File: config.mk
export PLATFORM = sky130hd
export DESIGN_NAME = uart_rx
export DESIGN_NICKNAME = d
export VERILOG_FILES = /design/src/rtl/uart_rx.sv
export SDC_FILE = /design/constraint.sdc
export NUM_CORES = 1
export LEC_CHECK = 0
export ABC_AREA = 1
export CORE_UTILIZATION = 50
export CTS_CLUSTER_DIAMETER = 150
export DETAILED_ROUTE_END_ITERATION = 12
export HOLD_SLACK_MARGIN = 0.12
export PLACE_DENSITY = 0.67
export SETUP_SLACK_MARGIN = 0.1
export SLEW_MARGIN = 20
export SYNTH_ARGS = -nofsm -noshare
export SYNTH_HDL_FRONTEND = slang
export SYNTH_SLANG_ARGS = --single-unit
export TNS_END_PERCENT = 30
File: constraint.sdc
create_clock -name i_clk -period 2.7 [get_ports i_clk]
set_input_delay 0.405 -clock i_clk [delete_from_list [all_inputs] [get_ports i_clk]]
set_output_delay 0.405 -clock i_clk [all_outputs]
set_load 0.02 [all_outputs]
File: src/rtl/uart_rx.sv
// UART receiver: 2-flop synchronized input, mid-bit sampling with a 16-bit bit timer,
// optional even parity, and sticky data/parity/framing status of the last completed frame.
module uart_rx #(
   parameter int CLOCK_RATE     = 50000000,
   parameter int BAUD_RATE      = 9600,
   parameter int DATA_BITS      = 8,
   parameter int PARITY_EN      = 1,
   parameter int CYCLES_PER_BIT = (CLOCK_RATE / BAUD_RATE) - 1
) (
   input  logic                 i_clk,
   input  logic                 i_reset,
   input  logic                 i_rx,
   output logic [DATA_BITS-1:0] o_data,
   output logic                 o_valid,
   output logic                 o_busy,
   output logic                 o_parity_err,
   output logic                 o_frame_err
);

   localparam int                IDX_W    = (DATA_BITS > 1) ? $clog2(DATA_BITS) : 1;
   localparam logic [15:0]       TERM_CNT = 16'(CYCLES_PER_BIT);
   localparam logic [15:0]       HALF_CNT = 16'(CYCLES_PER_BIT / 2);
   localparam logic [IDX_W-1:0]  LAST_IDX = IDX_W'(DATA_BITS - 1);

   typedef enum logic [2:0] {
      ST_IDLE      = 3'd0,
      ST_START     = 3'd1,
      ST_DATA      = 3'd2,
      ST_PARITY    = 3'd3,
      ST_STOP      = 3'd4,
      ST_WAIT_IDLE = 3'd5
   } state_t;

   // Even parity: data bits plus parity bit must XOR to zero.
   function automatic logic f_parity_err(input logic [DATA_BITS-1:0] data, input logic par_bit);
      return (^data) ^ par_bit;
   endfunction

   logic                 r_rx_meta;
   logic                 r_rx_s;
   state_t               r_state;
   logic [15:0]          r_timer;
   logic [IDX_W-1:0]     r_bit_idx;
   logic [DATA_BITS-1:0] r_shift;
   logic                 r_par_bit;
   logic                 w_tick;

   assign w_tick = (r_timer == TERM_CNT);

   // Two-flop synchronizer; resets to the idle (high) line level.
   always_ff @(posedge i_clk) begin
      if (i_reset) begin
         r_rx_meta <= 1'b1;
         r_rx_s    <= 1'b1;
      end else begin
         r_rx_meta <= i_rx;
         r_rx_s    <= r_rx_meta;
      end
   end

   // Receive FSM with bit timer, shift register and registered status outputs.
   always_ff @(posedge i_clk) begin
      if (i_reset) begin
         r_state      <= ST_IDLE;
         r_timer      <= 16'd0;
         r_bit_idx    <= '0;
         r_shift      <= '0;
         r_par_bit    <= 1'b0;
         o_data       <= '0;
         o_valid      <= 1'b0;
         o_busy       <= 1'b0;
         o_parity_err <= 1'b0;
         o_frame_err  <= 1'b0;
      end else begin
         o_valid <= 1'b0;
         case (r_state)
            ST_IDLE: begin
               r_timer   <= 16'd0;
               r_bit_idx <= '0;
               if (!r_rx_s) begin
                  r_state <= ST_START;
                  o_busy  <= 1'b1;
               end
            end
            // Half a bit into the start bit: still low means a real frame.
            ST_START: begin
               if (r_timer == HALF_CNT) begin
                  r_timer <= 16'd0;
                  if (!r_rx_s) begin
                     r_state <= ST_DATA;
                  end else begin
                     r_state <= ST_IDLE;
                     o_busy  <= 1'b0;
                  end
               end else begin
                  r_timer <= r_timer + 16'd1;
               end
            end
            ST_DATA: begin
               if (w_tick) begin
                  r_timer <= 16'd0;
                  r_shift <= {r_rx_s, r_shift} >> 1;
                  if (r_bit_idx == LAST_IDX) begin
                     r_bit_idx <= '0;
                     r_state   <= (PARITY_EN != 0) ? ST_PARITY : ST_STOP;
                  end else begin
                     r_bit_idx <= r_bit_idx + IDX_W'(1);
                  end
               end else begin
                  r_timer <= r_timer + 16'd1;
               end
            end
            ST_PARITY: begin
               if (w_tick) begin
                  r_timer   <= 16'd0;
                  r_par_bit <= r_rx_s;
                  r_state   <= ST_STOP;
               end else begin
                  r_timer <= r_timer + 16'd1;
               end
            end
            // A low stop bit may be a break; wait for the line to go high before rearming.
            ST_STOP: begin
               if (w_tick) begin
                  r_timer      <= 16'd0;
                  o_data       <= r_shift;
                  o_parity_err <= (PARITY_EN != 0) ? f_parity_err(r_shift, r_par_bit) : 1'b0;
                  o_frame_err  <= ~r_rx_s;
                  o_valid      <= 1'b1;
                  if (r_rx_s) begin
                     r_state <= ST_IDLE;
                     o_busy  <= 1'b0;
                  end else begin
                     r_state <= ST_WAIT_IDLE;
                  end
               end else begin
                  r_timer <= r_timer + 16'd1;
               end
            end
            ST_WAIT_IDLE: begin
               r_timer <= 16'd0;
               if (r_rx_s) begin
                  r_state <= ST_IDLE;
                  o_busy  <= 1'b0;
               end
            end
            default: begin
               r_state <= ST_IDLE;
               r_timer <= 16'd0;
               o_busy  <= 1'b0;
            end
         endcase
      end
   end

endmodule

* After elaboration in Yosys (flattened, before gate mapping)
Index checks and enable logic that the tools add are counted.
** Cells by class
- Add/subtract/negate cells :: 2
- Equal/unequal tests :: 15
- Muxes and demuxes :: 22
- Bitwise logic cells :: 4
- Reductions and logical operators :: 12
** Operators by type and width (number)
- 2-to-1 mux 16 bit :: 2
- one-hot mux 16 bit (2 select lines) :: 1
- 2-to-1 mux 3 bit :: 10
- one-hot mux 3 bit (6 select lines) :: 1
- adder 16 x 1 -> 16 bit, second input constant :: 1
- equality test 16 x 12 -> 1 bit, second input constant :: 1
- equality test 16 x 13 -> 1 bit, second input constant :: 1
- != test 2 bit, second input constant :: 7
- equality test 3 bit, second input constant :: 3
- AND reduction 2 bit :: 4
- XOR reduction 8 bit :: 1
- AND reduction 7 bit :: 1
- equality test 3 x 2 -> 1 bit, second input constant :: 2
- one-hot mux 3 bit (2 select lines) :: 1
- 2-to-1 mux 1 bit :: 5
- one-hot mux 1 bit (5 select lines) :: 1
- AND reduction 4 bit :: 1
- OR reduction 2 bit :: 2
- adder 3 x 1 -> 3 bit, second input constant :: 1
- equality test 3 x 1 -> 1 bit, second input constant :: 1
- zero test 3 bit :: 1
- inverter 1 bit :: 3
- OR reduction 3 bit :: 1
- 2-to-1 mux 2 bit :: 1
- other kinds (2) :: 2
** Storage, ports and cells
- Register bits :: 45
- Input port bits :: 3
- Output and inout bits :: 12

* Longest topological paths before layout
Gate-level depths: netlist (run 1).
- Depth in word-level cells :: 4
- Gate-level depth with buffers :: 13

* Worst setup path before layout (run 1)
OpenSTA, ideal clock, no wires.
- Path type :: flip-flop to flip-flop
- Start point :: register r_timer[0]
- End point :: register r_timer[2]
- Setup time :: 0.116 ns
- Arrival :: 1.441 ns
- Required time :: 2.584 ns
- Slack :: 1.143 ns
- Cell stages (with the launch flop) :: 14
- Path buffers :: 1
- Period minus slack after synthesis :: 1.557 ns
- Path through :: dfxtp_1 -> ha_1 -> nand2_2 -> inv_1 -> nand2_1 -> nor2_2 -> nand2_4 -> nand2_2 -> nand2_2 -> inv_2 -> nand2_2 -> nand3_4 -> buf_8 -> nor2_1
** Between the ends
- Longest elaborated chain between the ends :: 3
- Elaborated cells on any way between the ends :: 6
- Classes of those cells :: add/sub (1); eq/ne (2); mux (3)
** Ends and longest elaborated chain
- start: declaration :: line 42 : logic [15:0] r_timer;
- start signal: assignment :: line 96 : r_timer <= r_timer + 16'd1;
- start signal: assignment :: line 110 : r_timer <= r_timer + 16'd1;
- start signal: assignment :: line 119 : r_timer <= r_timer + 16'd1;
- adder 16 x 1 -> 16 bit, or another cell as far along
- 2-to-1 mux 16 bit, on equally long branches
- one-hot mux 16 bit (2 select lines) * :: line 76 : case (r_state)
Mark *: on every way between the ends. The rest lies on a longest branch, timed or not.
A chain may end at the register's enable or synchronous reset.

* Worst setup path in the final report (run 1)
- Start point :: register r_timer[0]
- End point :: register r_bit_idx[1]
** Between the ends
- Longest elaborated chain between the ends :: 3
** Ends and longest elaborated chain
- equality test 16 x 13 -> 1 bit :: line 48 : assign w_tick = (r_timer == TERM_CNT);
- != test 2 bit (no line)
- AND reduction 2 bit (no line)
- end signal: assignment :: line 107 : r_bit_idx <= r_bit_idx + IDX_W'(1);
- end: declaration :: line 43 : logic [IDX_W-1:0] r_bit_idx;
No other way between the ends.

==> results.md, run 1 <==
- # hold bufs at CTS: 0
- Net count of the finished layout: 335
- Fraction of post-synthesis cell area in the top cell type by area: 40.4%
- Post-synthesis to final-layout area growth: 10.7%
- F_max: approximately 530 MHz
- Maximum root-to-sink buffer count: 2
- Total power: 0.00172 W
- Worst slack, placed: 521 ps
- Pwr per Cell Area: 697 mW/mm2
- Die Height: 68.7 um
- Cell variety after synth: 29
- Overflow left after global routing: 0
- Gate count of the mapped netlist: 312
- Final hold vios: 0
- Flip-flop and latch count after synthesis: 45
- Filler Cells Inserted: between 400 and 500
- Final Routed Wirelength: 4.17 mm
- Global router's overall resource usage: approximately 21%
- Vias in the first global route: roughly 1700
- H-tree levels: 2
- Global-route wire length before repair: 7.27 mm
- Routed vias/inst: 5.02
- Hold crit path type: flop to flop
- Leak pwr: approximately 1.0 nW
- Clock sink total: 45
- Slew of the pin with the lowest slew margin: 571 ps
- Largest fanout of any net on the critical path: 17
- Setup clock skew after layout: 3.49 ps
- Startpoint class of the critical path: flop
- Number of rows in the core area: 23
- Category of the worst setup path capture point: flop
- Share of flip-flops with an asynchronous set or reset after synthesis: 0%
- Max-slew violation count: 0
- Sum of net half-perimeters after detailed placement: between 3 and 4 mm
- Cell area after layout: 0.00246 mm2
- Count of buffers inserted at the top-level ports: 14
- Number of antenna repair diodes: 0
- CORE AREA: 0.00414 mm2
- Crit Path Category: flop to flop
- Critical path's slowest cell: sky130_fd_sc_hd__dfxtp_1
- Crit path DAT: between 2000 and 2500 ps
- Number of antenna-violating nets in the routed design: 0
- Summed instance area of the synthesized netlist: 0.00223 mm2
- Post-CTS Setup Bufs: 0
- Max-cap viol count: 0
- Initial DRC Count: between 90 and 100
- Instance area after placement: about 0.0024 mm2
- Share of the yosys chip area belonging to registers: 40.4%
- Number of synthesized flops with an enable pin: 0
- Outcome: completed
- Initial Util: 53.7%
- Count of synthesis-stage warnings from yosys: 0
- Number of antenna violations at the first check in global routing: 0
- # setup viols final: 0
- Max IR drop VDD: 0.293 mV
- Area taken by flip-flops and latches: 901 um2
- Clock transition at the register clock pins on the worst setup and hold paths after CTS: 80 ps
- Remaining max-slew budget at the tightest pin: approximately 62%
- Clock insertion delay at the later pin of the skew report: 290 ps
- Vias after detailed routing: 1899
- Share of post-route cells with drive strength above 1: ~8.8%
- Cell at the root of the clock tree: sky130_fd_sc_hd__clkbuf_8
- Worst-case setup margin in the final layout: between 800 and 900 ps
- Area of the multi-input gates: about 0.0011 mm2
- Gp weighted congestion: roughly 0.87
- Total Die Area: 0.00473 mm2
- First-pass DRT Iterations: 4
- Main synth FF type: sky130_fd_sc_hd__dfxtp_1
- Average wire length per cell after detail routing: 11.0 um
- Net count after synthesis: 318
- Crit-path cells: ha_1 -> nand2_2 -> inv_1 -> nand2_1 -> nor2_2 -> nand3_2 -> nand2_1 -> inv_1 -> a21oi_1 -> nor2_1
- Required time of the worst setup path: about 2900 ps
- Post-route clock period utilization: 69.4%
- Largest net degree at the start of global routing: 20
- Clock tree from TritonCTS: built
- Synth Area per Inst: 7.14 um2
- Quantity of gates resized following cts: 0
- RSZ-0062 raised after global routing: no
- Num ports: 15
- Largest incremental delay on the critical path: 360 ps
- Total CTS buffers: 5
- Largest cells by area after synthesis: sky130_fd_sc_hd__dfxtp_1 40%, sky130_fd_sc_hd__nand2_1 11%, sky130_fd_sc_hd__nor2_1 9.4%, sky130_fd_sc_hd__inv_1 6.6%, sky130_fd_sc_hd__o21ai_0 3.6%
- Total Neg Setup Slack: 0 ps
- Detailed-route DRC error count: 0
- Library cell occupying the most area in the post-synthesis netlist: sky130_fd_sc_hd__dfxtp_1
- Die width: 68.7 um
- Post-layout minimum cycle time: approximately 1900 ps
## synth_stat cells (2+ instances only)
| master | number |
|---|---|
| sky130_fd_sc_hd__a211oi_1 | 8 |
| sky130_fd_sc_hd__dfxtp_1 | 45 |
| sky130_fd_sc_hd__a21oi_1 | 15 |
| sky130_fd_sc_hd__nor2_4 | 2 |
| sky130_fd_sc_hd__o21ai_1 | 2 |
| sky130_fd_sc_hd__nor3_1 | 3 |
| sky130_fd_sc_hd__inv_2 | 2 |
| sky130_fd_sc_hd__nand3_1 | 14 |
| sky130_fd_sc_hd__ha_1 | 3 |
| sky130_fd_sc_hd__or2_2 | 2 |
| sky130_fd_sc_hd__nor2_1 | 56 |
| sky130_fd_sc_hd__inv_1 | 39 |
| sky130_fd_sc_hd__nand2_1 | 63 |
| sky130_fd_sc_hd__nand2_2 | 5 |
| sky130_fd_sc_hd__nor2_2 | 6 |
| sky130_fd_sc_hd__buf_6 | 2 |
| sky130_fd_sc_hd__nand4_1 | 4 |
| sky130_fd_sc_hd__xor2_1 | 9 |
| sky130_fd_sc_hd__o21ai_0 | 16 |
| sky130_fd_sc_hd__xnor2_1 | 6 |
| sky130_fd_sc_hd__nand3_2 | 2 |
## power breakdown
group	switching (W)	leakage [nW]	total (W)	internal, W
sequential	0.0000515	0.364	0.000766	0.000715
combinational	0.000367	0.631	0.000574	0.000207
clock	0.000207	0.0399	0.000378	0.000170
## placed cells by master, fill, tap and decap left out, types with 6 or more instances in the layout
cell	instances
sky130_fd_sc_hd__nand2_1	63
sky130_fd_sc_hd__nor2_1	56
sky130_fd_sc_hd__dfxtp_1	45
sky130_fd_sc_hd__inv_1	39
sky130_fd_sc_hd__o21ai_0	16
sky130_fd_sc_hd__a21oi_1	15
sky130_fd_sc_hd__nand3_1	14
sky130_fd_sc_hd__clkdlybuf4s50_1	14
sky130_fd_sc_hd__xor2_1	9
sky130_fd_sc_hd__a211oi_1	8
sky130_fd_sc_hd__nor2_2	6
sky130_fd_sc_hd__xnor2_1	6
## kinds of logic after synthesis
family / count (synthesis) / share of synthesized area (%)
fa+ha+maj: 3 / 1.69
flops: 45 / 40.4
buf+inv: 47 / 9.16
xor+xnor: 15 / 5.90
simple gates: 160 / 32.4
compound gates: 42 / 10.4
## critical path, delay by kind of cell (launching register included)
family / cells / cell delay, ps
DFF: 1 / 360
adders and majority gates: 1 / 230
buffers and inverters: 2 / 130
and+or+nand+nor: 6 / 930
AOI/OAI and AO/OA: 1 / 120
## metal layers
metal  part of all wire [%]  GRT usage, %  vias up  wire length, um
met2                     44          31.9       28             1820
met4                    1.3          9.18        0               53
met3                    4.0          5.26        5              165
li1                       -             -     1013                -
met5                      0             0        -                0
met1                     51          27.4      853             2130
## final cells by class
class | count | area share [%]
multi-input cells | 220 | 45.5
well taps | 50 | 2.54
clock inverters | 1 | 0.203
repair buffers | 15 | 5.99
clock buffers | 5 | 2.79
flip-flops and latches | 45 | 36.5
inverters | 42 | 6.40
## through the flow
step | hold WS [ps] | util, % | std cells
floorplan | 389 | - | 312
global route | 430 | 59.5 | 378
finish | 411 | 59.5 | 378
CTS | 419 | 59.5 | 378
global placement | 400 | 57.7 | 372
detailed placement | 396 | 57.7 | 372
## state kept, by name, indices dropped and copies added (netlist names)
signal and cells:
r_timer 16, o_data 8, r_shift 8, r_bit_idx 3, r_state 3, o_busy 1
o_frame_err 1, o_parity_err 1, o_valid 1, r_par_bit 1, r_rx_meta 1, r_rx_s 1
## final timing paths
path	slack, ps	startpoint	end	cells past startpoint
setup / recovery	830	r_timer[0]$_SDFF_PP0_	r_bit_idx[1]$_SDFFE_PP0P_	10
hold / removal	410	r_rx_meta$_SDFF_PP1_	r_rx_s$_SDFF_PP1_	1
setup reg to reg	830	r_timer[0]$_SDFF_PP0_	r_bit_idx[1]$_SDFFE_PP0P_	10
hold reg to reg	410	r_rx_meta$_SDFF_PP1_	r_rx_s$_SDFF_PP1_	1
(Power assumes the default switching activity.)
==> run 2, diff against run 1 <==
==> constraint.sdc (replaced) <==
create_clock -name i_clk -period 1.95 [get_ports i_clk]
set_input_delay 0.2925 -clock i_clk [delete_from_list [all_inputs] [get_ports i_clk]]
set_output_delay 0.2925 -clock i_clk [all_outputs]
set_load 0.02 [all_outputs]
==> run 2 against run 1 <==
  * Cell count increased by 1.9%
  * Sequential power up 38%
  * Largest power group unchanged
  * Highest routed layer unchanged
  * Hold slack improved by 2.5 ps
  * First-iteration DRC count increased by 7.1%
  * Combinational power grew 42%
  * Non-clock buffer count rose by 5
==> results.md, run 2 (synthesis results as in run 1) <==
- Setup crit start: r_timer[0]$_SDFF_PP0_ (unchanged)
- Average wire length per cell after detail routing: 11.0 um (about the same)
- Pwr per Cell Area: 984 mW/mm2 (was 697 mW/mm2)
- Max-cap viol count: 0 (unchanged)
- Vias after detailed routing: 1908 (was 1899)
- Net Switching: 0.000908 W (was 0.000626 W)
- Portion of total power attributed to the clock network: 25.0% (was 22.0%)
- Remaining max-slew budget at the tightest pin: 74.7% (was 61.7%)
- Proportion of total power due to net switching: 36.2% (was 36.4%)
- Largest fanout of any net on the critical path: 4 (was 17)
- Crit Path Category: flop to flop (unchanged)
- Outcome: completed (unchanged)
- DP Cell Count: 376 (was 372)
- Leak pwr: 1.07 nW (was 1.03 nW)
- Num ports: 15 (unchanged)
- Global router's overall resource usage: 20.1% (was 20.8%)
- Non-filler cells in the finished layout: 385 (was 378)
- Count of buffers inserted at the top-level ports: 14 (unchanged)
- Total Die Area: 0.00473 mm2 (unchanged)
- Clock transition at the register clock pins on the worst setup and hold paths after CTS: 90 ps (was 80 ps)
- Detailed-route DRC error count: 0 (unchanged)
- Vias in the first global route: 1603 (was 1687)
- Clock sink total: 45 (unchanged)
- Largest registers: r_timer: 16 flops, o_data: 8 flops, r_shift: 8 flops (unchanged)
- Total CTS buffers: 5 (unchanged)
- Slew of the pin with the lowest slew margin: 377 ps (was 571 ps)
- # hold bufs at CTS: 0 (unchanged)
- Gp weighted congestion: 0.833 (was 0.872)
- Total Neg Setup Slack: 0 ps (unchanged)
- Hold crit path type: flop to flop (unchanged)
- Cell at the root of the clock tree: sky130_fd_sc_hd__clkbuf_8 (unchanged)
- Maximum root-to-sink buffer count: 2 (unchanged)
- Max IR drop VDD: 0.480 mV (was 0.293 mV)
- FF-to-FF path depth: 12 (was 10)
- CORE AREA: 0.00414 mm2 (unchanged)
- Die width: 68.7 um (unchanged)
- Category of the worst setup path capture point: flop (unchanged)
- Clock insertion delay at the later pin of the skew report: 300 ps (was 290 ps)
- Filler Cells Inserted: 396 (was 412)
- Net count of the finished layout: 340 (was 335)
- Number of antenna-violating nets in the routed design: 0 (unchanged)
- RSZ-0062 raised after global routing: yes (was no)
- Post-layout minimum cycle time: 1680 ps (was 1870 ps)
- Critical R2R Capture: r_state[2]$_SDFFE_PP0P_ (was r_bit_idx[1]$_SDFFE_PP0P_)
- Area of the multi-input gates: 0.00113 mm2 (was 0.00112 mm2)
- Overflow left after global routing: 0 (unchanged)
- Initial DRC Count: 105 (was 98)
- Most used cells in the layout excluding fill and tap cells: 63 x sky130_fd_sc_hd__nand2_1, 55 x sky130_fd_sc_hd__nor2_1, 45 x sky130_fd_sc_hd__dfxtp_1 (was 63 x sky130_fd_sc_hd__nand2_1, 56 x sky130_fd_sc_hd__nor2_1, 45 x sky130_fd_sc_hd__dfxtp_1)
- Flip-flop count of the largest register after layout: 16 (unchanged)
- Initial Util: 53.7% (unchanged)
- Sum of net half-perimeters after detailed placement: 3.13 mm (was 3.08 mm)
- Most common cell after layout, fill and taps aside: sky130_fd_sc_hd__nand2_1 (unchanged)
- # setup viols final: 0 (unchanged)
- Critical path capture point: r_state[2]$_SDFFE_PP0P_ (was r_bit_idx[1]$_SDFFE_PP0P_)
- Setup clock skew after layout: 12.2 ps (was 3.49 ps)
- Instance area after placement: 0.00242 mm2 (was 0.00239 mm2)
- Crit path DAT: 1890 ps (was 2060 ps)
- Cell area after layout: 0.00255 mm2 (was 0.00246 mm2)
- Post-synthesis to final-layout area growth: 14.4% (was 10.7%)
- Number of antenna repair diodes: 0 (unchanged)
- Number of antenna violations at the first check in global routing: 0 (unchanged)
- Critical register-to-register path startpoint: r_timer[0]$_SDFF_PP0_ (unchanged)
- Internal power contribution: 0.00160 W (was 0.00109 W)
- Portion of total power attributed to combinational logic: 32.6% (was 33.4%)
- First-pass DRT Iterations: 4 (unchanged)
- Max-slew violation count: 0 (unchanged)
- Area taken by flip-flops and latches: 901 um2 (unchanged)
- F_max: 594 MHz (was 534 MHz)
- Startpoint class of the critical path: flop (unchanged)
- Largest net degree at the start of global routing: 20 (unchanged)
- Die Height: 68.7 um (unchanged)
- Routed vias/inst: 4.96 (was 5.02)
- Number of rows in the core area: 23 (unchanged)
- Share of post-route cells with drive strength above 1: 11.3% (was 8.84%)
- Register with the highest flop count: r_timer (unchanged)
- Global-route wire length before repair: 6.98 mm (was 7.27 mm)
- Final hold vios: 0 (unchanged)
- H-tree levels: 2 (unchanged)
- Clock tree from TritonCTS: built (unchanged)
- Final Routed Wirelength: 4.24 mm (was 4.17 mm)
- Relative contribution of sequential cells to total power: 42.5% (was 44.6%)
- Post-route clock period utilization: 86.3% (was 69.4%)
- Required time of the worst setup path: 2150 ps (was 2890 ps)
- Slack of the worst reg-to-reg path: 270 ps (was 830 ps)
run 2: cell type report:
cell class	instances	area share, %
Timing Repair Buffer	20	7.76
Tap cell	50	2.46
Clock inverter	1	0.196
Clock buffer	7	3.78
Sequential cell	45	35.4
Multi-Input combinational cell	220	44.3
Inverter	42	6.19
run 2: repair_timing:
| item | CTS | global route |
|---|---|---|
| buffers inserted | 0 | 1 |
| endpoints found under the setup margin | 0 | 7 |
| gates resized for setup | 0 | 2 |
run 2: worst max-delay path, cell delays in order (launching register included):
cell and delay, ps:
sky130_fd_sc_hd__dfxtp_1 350, sky130_fd_sc_hd__ha_2 220, sky130_fd_sc_hd__nand2_2 70, sky130_fd_sc_hd__inv_1 60, sky130_fd_sc_hd__nand2_1 50, sky130_fd_sc_hd__nor2_2 180
sky130_fd_sc_hd__nand2_4 90, sky130_fd_sc_hd__nand2_1 130, sky130_fd_sc_hd__nand3_1 100, sky130_fd_sc_hd__nor2_2 170, sky130_fd_sc_hd__nand2_1 70, sky130_fd_sc_hd__nand2_1 60
sky130_fd_sc_hd__nor2_1 40
run 2: worst min path at each step:
stage	from	to	slack, ps	cells after the start
final	r_rx_meta$_SDFF_PP1_	r_rx_s$_SDFF_PP1_	410	1
after global routing	r_rx_meta$_SDFF_PP1_	r_rx_s$_SDFF_PP1_	430	1
after global placement	r_rx_meta$_SDFF_PP1_	r_rx_s$_SDFF_PP1_	400	1
after floorplan	i_reset	o_valid$_SDFF_PP0_	370	1
after CTS	r_rx_meta$_SDFF_PP1_	r_rx_s$_SDFF_PP1_	420	1
after detailed placement	r_rx_meta$_SDFF_PP1_	r_rx_s$_SDFF_PP1_	400	1
run 2: metal layers:
metal  track usage, %  vias to the layer above  routed length [um]
met1             28.2                      850                2200
li1                 -                     1024                   -
met3             5.59                        5                 166
met4             6.12                        0                  32
met5                0                        -                   0
met2             29.9                       29                1830
run 2: power groups by stage:
stage	clock [W]	combinational [W]	sequential, W
3_5_place_dp	0	0.000809	0.00108
3_3_place_gp	0	0.000801	0.00108
4_1_cts	0.000648	0.000811	0.00106
5_1_grt	0.000690	0.000920	0.00107
6_report	0.000626	0.000817	0.00106
2_1_floorplan	0	0.000666	0.00108
run 2: through the flow:
stage | setup WS, ps | hold slack, ps | util, % | total power, W
after floorplan | 393 | 366 | - | 0.00175
after global placement | 289 | 397 | 58.4 | 0.00188
after detailed placement | 236 | 398 | 58.4 | 0.00189
after CTS | 221 | 417 | 60.9 | 0.00252
final | 267 | 414 | 61.5 | 0.00251
after global routing | 97.0 | 428 | 61.5 | 0.00268
